--- src/rtl/fsm_read_responder.sv ---
// Target-side responder for the rd/ws/ds read handshake: tracks the initiator's
// READ/DLY loop, answers with wait states and fetches one word per transaction.
module fsm_read_responder #(
    parameter int DW  = 8,
    parameter int AW  = 4,
    parameter int WCW = 4
) (
    input  logic           clk,
    input  logic           rst_n,
    input  logic           rd,
    input  logic [WCW-1:0] wait_cfg,
    input  logic [DW-1:0]  mem_rdata,
    output logic           ws,
    output logic [AW-1:0]  addr,
    output logic [DW-1:0]  rdata,
    output logic           rvalid,
    output logic           err
);

    typedef enum logic [1:0] {
        R_IDLE = 2'd0,
        R_DLY  = 2'd1,
        R_READ = 2'd2,
        R_DONE = 2'd3
    } state_t;

    state_t         state, state_nx;
    logic [WCW-1:0] wcnt, wcnt_nx;
    logic [AW-1:0]  addr_nx;
    logic [DW-1:0]  rdata_nx;
    logic           err_nx;

    always_ff @(posedge clk or negedge rst_n) begin
        if (!rst_n) begin
            state <= R_IDLE;
            wcnt  <= '0;
            addr  <= '0;
            rdata <= '0;
            err   <= 1'b0;
        end else begin
            state <= state_nx;
            wcnt  <= wcnt_nx;
            addr  <= addr_nx;
            rdata <= rdata_nx;
            err   <= err_nx;
        end
    end

    always_comb begin
        state_nx = state;
        wcnt_nx  = wcnt;
        addr_nx  = addr;
        rdata_nx = rdata;
        err_nx   = 1'b0;
        case (state)
            R_IDLE: begin
                if (rd) begin
                    wcnt_nx  = wait_cfg;
                    state_nx = R_DLY;
                end
            end
            R_DLY: begin
                // A dropped strobe wins over the capture, so an abort never moves addr/rdata.
                if (!rd) begin
                    err_nx   = 1'b1;
                    state_nx = R_IDLE;
                end else if (wcnt != '0) begin
                    wcnt_nx  = wcnt - 1'b1;
                    state_nx = R_READ;
                end else begin
                    rdata_nx = mem_rdata;
                    addr_nx  = addr + 1'b1;
                    state_nx = R_DONE;
                end
            end
            R_READ: begin
                if (rd) begin
                    state_nx = R_DLY;
                end else begin
                    err_nx   = 1'b1;
                    state_nx = R_IDLE;
                end
            end
            R_DONE: begin
                err_nx   = rd;
                state_nx = R_IDLE;
            end
            default: begin
                state_nx = R_IDLE;
            end
        endcase
    end

    // Outputs decode registered state only; no path from rd or wait_cfg.
    always_comb begin
        ws     = (state == R_DLY) && (wcnt != '0);
        rvalid = (state == R_DONE);
    end

endmodule

--- config.mk ---
export PLATFORM = sky130hd
export DESIGN_NAME = fsm_read_responder
export DESIGN_NICKNAME = d
export VERILOG_FILES = /design/src/rtl/fsm_read_responder.sv
export SDC_FILE = /design/constraint.sdc
export NUM_CORES = 1
export LEC_CHECK = 0
export CORE_ASPECT_RATIO = 0.7
export CORE_UTILIZATION = 45
export CTS_CLUSTER_SIZE = 16
export DETAILED_ROUTE_END_ITERATION = 16
export GPL_ROUTABILITY_DRIVEN = 0
export PLACE_DENSITY = 0.86
export RECOVER_POWER = 50
export SYNTH_ARGS = -nofsm -noshare
export SYNTH_HDL_FRONTEND = slang
export SYNTH_SLANG_ARGS = --single-unit
export TNS_END_PERCENT = 30
--- constraint.sdc ---
create_clock -name clk -period 2 [get_ports clk]
set_input_delay 0.3 -clock clk [delete_from_list [all_inputs] [get_ports clk]]
set_output_delay 0.3 -clock clk [all_outputs]
set_load 0.03 [all_outputs]
==> results by group <==
Outcome
  – Outcome: finished, final reports clean

Die
  – Full die area: between 2000 and 2500 um2
  – Core area: 1940 um2
  – # rows: 13
  – Die Height: 40.8 um
  – Die W: 57.4 um
  – I/O pin count: 30
  – Initial core utilization: 50.0%

Clocking
  – CTS tree: yes
  – Reg clk slew, reported paths: 0.11 ns
  – CTS buffer count: 3
  – Clk buf depth: 2
  – Setup bufs post-CTS: 0
  – Hold Buf Count CTS: 0
  – CTS resizes: 1
  – H-Tree Depth: 1
  – Clk sinks: 19
  – Clock latency at the later pin of the worst-skew pair: slightly above 0.3 ns
  – CTS root buf: clkbuf_4

Timing
  – Worst-margin pin slew: 1.03 ns
  – Final setup fails: 0
  – Slew Viols, Final: 0
  – RSZ-0062 raised after global routing: false
  – Tcrit/Tclk final: 94.6%
  – Fmax: 529 MHz
  – Max Clock Skew: 0.00137 ns
  – Relative slew slack: 31.1%
  – Clock period minus worst slack: 1.89 ns
  – Final WS setup: 0.108 ns
  – Hold Vio Cnt, Final: 0
  – Setup TNS: 0 ns

Synth
  – Synth Warn #: 0
  – Syn Inst Count: 83
  – Post-synthesis cell type count: 31
  – Syn_nets: about 110
  – Top FF cell, synth: dfrtp_1
  – Top-area cell type share of the netlist area: approximately 49%
  – Ys async rst share: between 90% and 100%
  – Post-Syn Area: between 900 and 1000 um2
  – Sequential area share after synthesis: approximately half
  – Synth Register Bits: 19
  – Average size of a mapped cell: between 10 and 15 um2
  – Synth area leaders: dfrtp_1 49%, mux2_1 9.3%, ha_1 9.0%, xnor2_1 2.7%, mux2_2 2.3%
  – Cell taking the most area after synthesis: dfrtp_1
  – Number of enable flip-flop cells after synthesis: 0

Setup path
  – Crit path largest cell delay: 0.43 ns
  – CP max FO: 9
  – Worst EP arrival: 1.59 ns
  – FF-to-FF End: rdata[7]$_DFFE_PN0P_
  – Most used cell, CP: buf_4
  – Critical path's top delay family: buffers and inverters
  – R2r setup slk: 0.16 ns
  – Launch point of the critical path: state[1]$_DFFE_PN0P_
  – Critical path buffer and inverter count: 3
  – Crit path depth: 5
  – Critical-path cell list: inv_1, ha_4, buf_4, a21boi_1, buf_4
  – Worst Path Required: 1.70 ns
  – Crit path capture type: output pin
  – Worst flop-to-flop path startpoint: wcnt[0]$_DFFE_PN0P_
  – CP max stage cell: dfrtp_1
  – Crit path capture: ws
  – WS Path Type: reg -> out
  – Crit path launch type: flop
  – R2R depth: 5

Route
  – Final WL: approximately 2 mm
  – Via Count: 743
  – Post-route ant nets: 0
  – 1st-pass router iterations: 4
  – DR iter-0 viols: 12
  – Residual DRC: 0
  – WL/cell: 14.9 um
  – Via/cell ratio: 5.38

Power and ir drop
  – Internal Dissipation: 0.00111 W
  – Psw: 0.000851 W
  – VDD IR max: 0.815 mV
  – Sw Share: 43.4%
  – Combinational Power Share: 55.1%
  – PD cells: 1490 nW/um2
  – Leak pwr: 0.614 nW
  – Register share of total power: 34.7%
  – Clk pwr share: 10.3%

Global route
  – Met1 GRT Util: 24.8%
  – Vias in the first global route: 724
  – Grt met2 use: between 30% and 40%
  – GR Overflow Total: 0
  – Largest net degree at the start of global routing: 20
  – Initial antenna violation count: 0
  – Met3 GRT Util: approximately 7.3%
  – Top Usage Layer GRT: met2
  – First-pass GRT wire length: 3.38 mm
  – GRT Util Overall: 20.4%

Flow run
  – Max-Cap Viols: 0

Cells and area
  – Diode count: 0
  – Fill cells: 146
  – Share of layout cells above drive strength 1: slightly above 10%
  – Syn-to-layout area delta: 36.3%
  – Nets: 139

Placed design
  – Port Buf Inserts: 29
  – Dpl hpwl: 1.53 mm
  – Pre-CTS setup slack: 0.0456 ns

Worst hold path
  – Hold WC Path Type: reg -> reg
  – Worst Hold Depth: 1
## worst reg2reg max path, delay by kind of cell, from the launching register on
family	cells	cell delay [ns]
simple gates	2	0.59
mux	1	0.43
buf+inv	1	0.09
flops	1	0.41
fa+ha+maj	1	0.22
## power by group through the flow
stage,Sequential [W],Combinational [W],Clock [W]
after detailed placement,0.000679,0.00107,0
final,0.000679,0.00108,0.000202
after CTS,0.000675,0.00109,0.000207
after floorplan,0.000850,0.000492,0
after global placement,0.000674,0.00102,0
after global routing,0.000707,0.00117,0.000219
## cells in the final DEF, fill, tap and decap left out, drive strengths merged, types with 2 or more instances in the layout
cell type      instances
nand3                  2
or3                    2
clkbuf                 5
nor2                   5
and4bb                 2
mux2i                  2
ha                     7
dfrtp                 19
clkdlybuf4s50         24
buf                    3
xnor2                  3
nand2                  4
mux2                  10
and3                   2
dlygate4sd3            3
inv                    5
nor2b                  2
o21ai                  4
## flip-flops by register name (all words and copies together) (netlist names)
register and flops:
state 2, addr 4, rdata 8, err 1, wcnt 4
## metrics by stage
step                util [%]  total power, W  std cells  hold slack (ns)  cell area [um2]
global route            68.2         0.00209        138            0.520             1320
floorplan                  -         0.00134         83          0.00441              968
detailed placement      66.6         0.00175        134            0.467             1290
CTS                     68.2         0.00197        138            0.307             1320
finish                  68.2         0.00196        138            0.493             1320
global placement        66.6         0.00170        134            0.463             1290
## how the worst min path moves through the flow
stage	startpoint	endpoint	slack [ns]
after global routing	addr[3]$_DFFE_PN0P_	addr[3]$_DFFE_PN0P_	0.52
after CTS	rst_n	rdata[0]$_DFFE_PN0P_	0.31
final	addr[3]$_DFFE_PN0P_	addr[3]$_DFFE_PN0P_	0.49
after global placement	addr[3]$_DFFE_PN0P_	addr[3]$_DFFE_PN0P_	0.46
after detailed placement	addr[3]$_DFFE_PN0P_	addr[3]$_DFFE_PN0P_	0.47
after floorplan	rst_n	addr[0]$_DFFE_PN0P_	0.004
## synth_stat cells (2+ instances only)
cell / instances
dfrtp_1: 19
ha_1: 7
inv_1: 5
mux2_1: 8
mux2_2: 2
mux2i_1: 2
nand2_1: 4
nand3_1: 2
nor2_1: 5
nor2b_1: 2
o21ai_0: 4
or3_1: 2
xnor2_1: 3
## cell families (layout without fill, tap and decap cells)
family	count (synthesis)	count (layout)	synth area share, %
AO/OA/AOI/OAI	9	9	6.20
XOR/XNOR	3	3	2.71
adder cells (fa/ha/maj)	7	7	9.04
buffers and inverters	8	41	3.62
flip-flops	19	19	49.1
multiplexers	12	12	13.7
AND/OR/NAND/NOR	25	25	15.6
## per-layer routing
metal / routed length (um) / up-vias
met1: 948 / 352
li1: - / 357
met3: 129 / 3
met5: 0 / -
met4: 15 / 0
met2: 965 / 31
## layout make-up
cell class | count | area, um2 | area share (%)
flip-flops and latches | 19 | 475 | 36.0
multi-input cells | 56 | 470 | 35.6
repair buffers | 32 | 300 | 22.7
well taps | 22 | 27.5 | 2.09
clock buffers | 3 | 22.5 | 1.71
inverters | 5 | 18.8 | 1.42
clock inverters | 1 | 5.00 | 0.379
No activity file was read; power rests on OpenSTA's default activity.
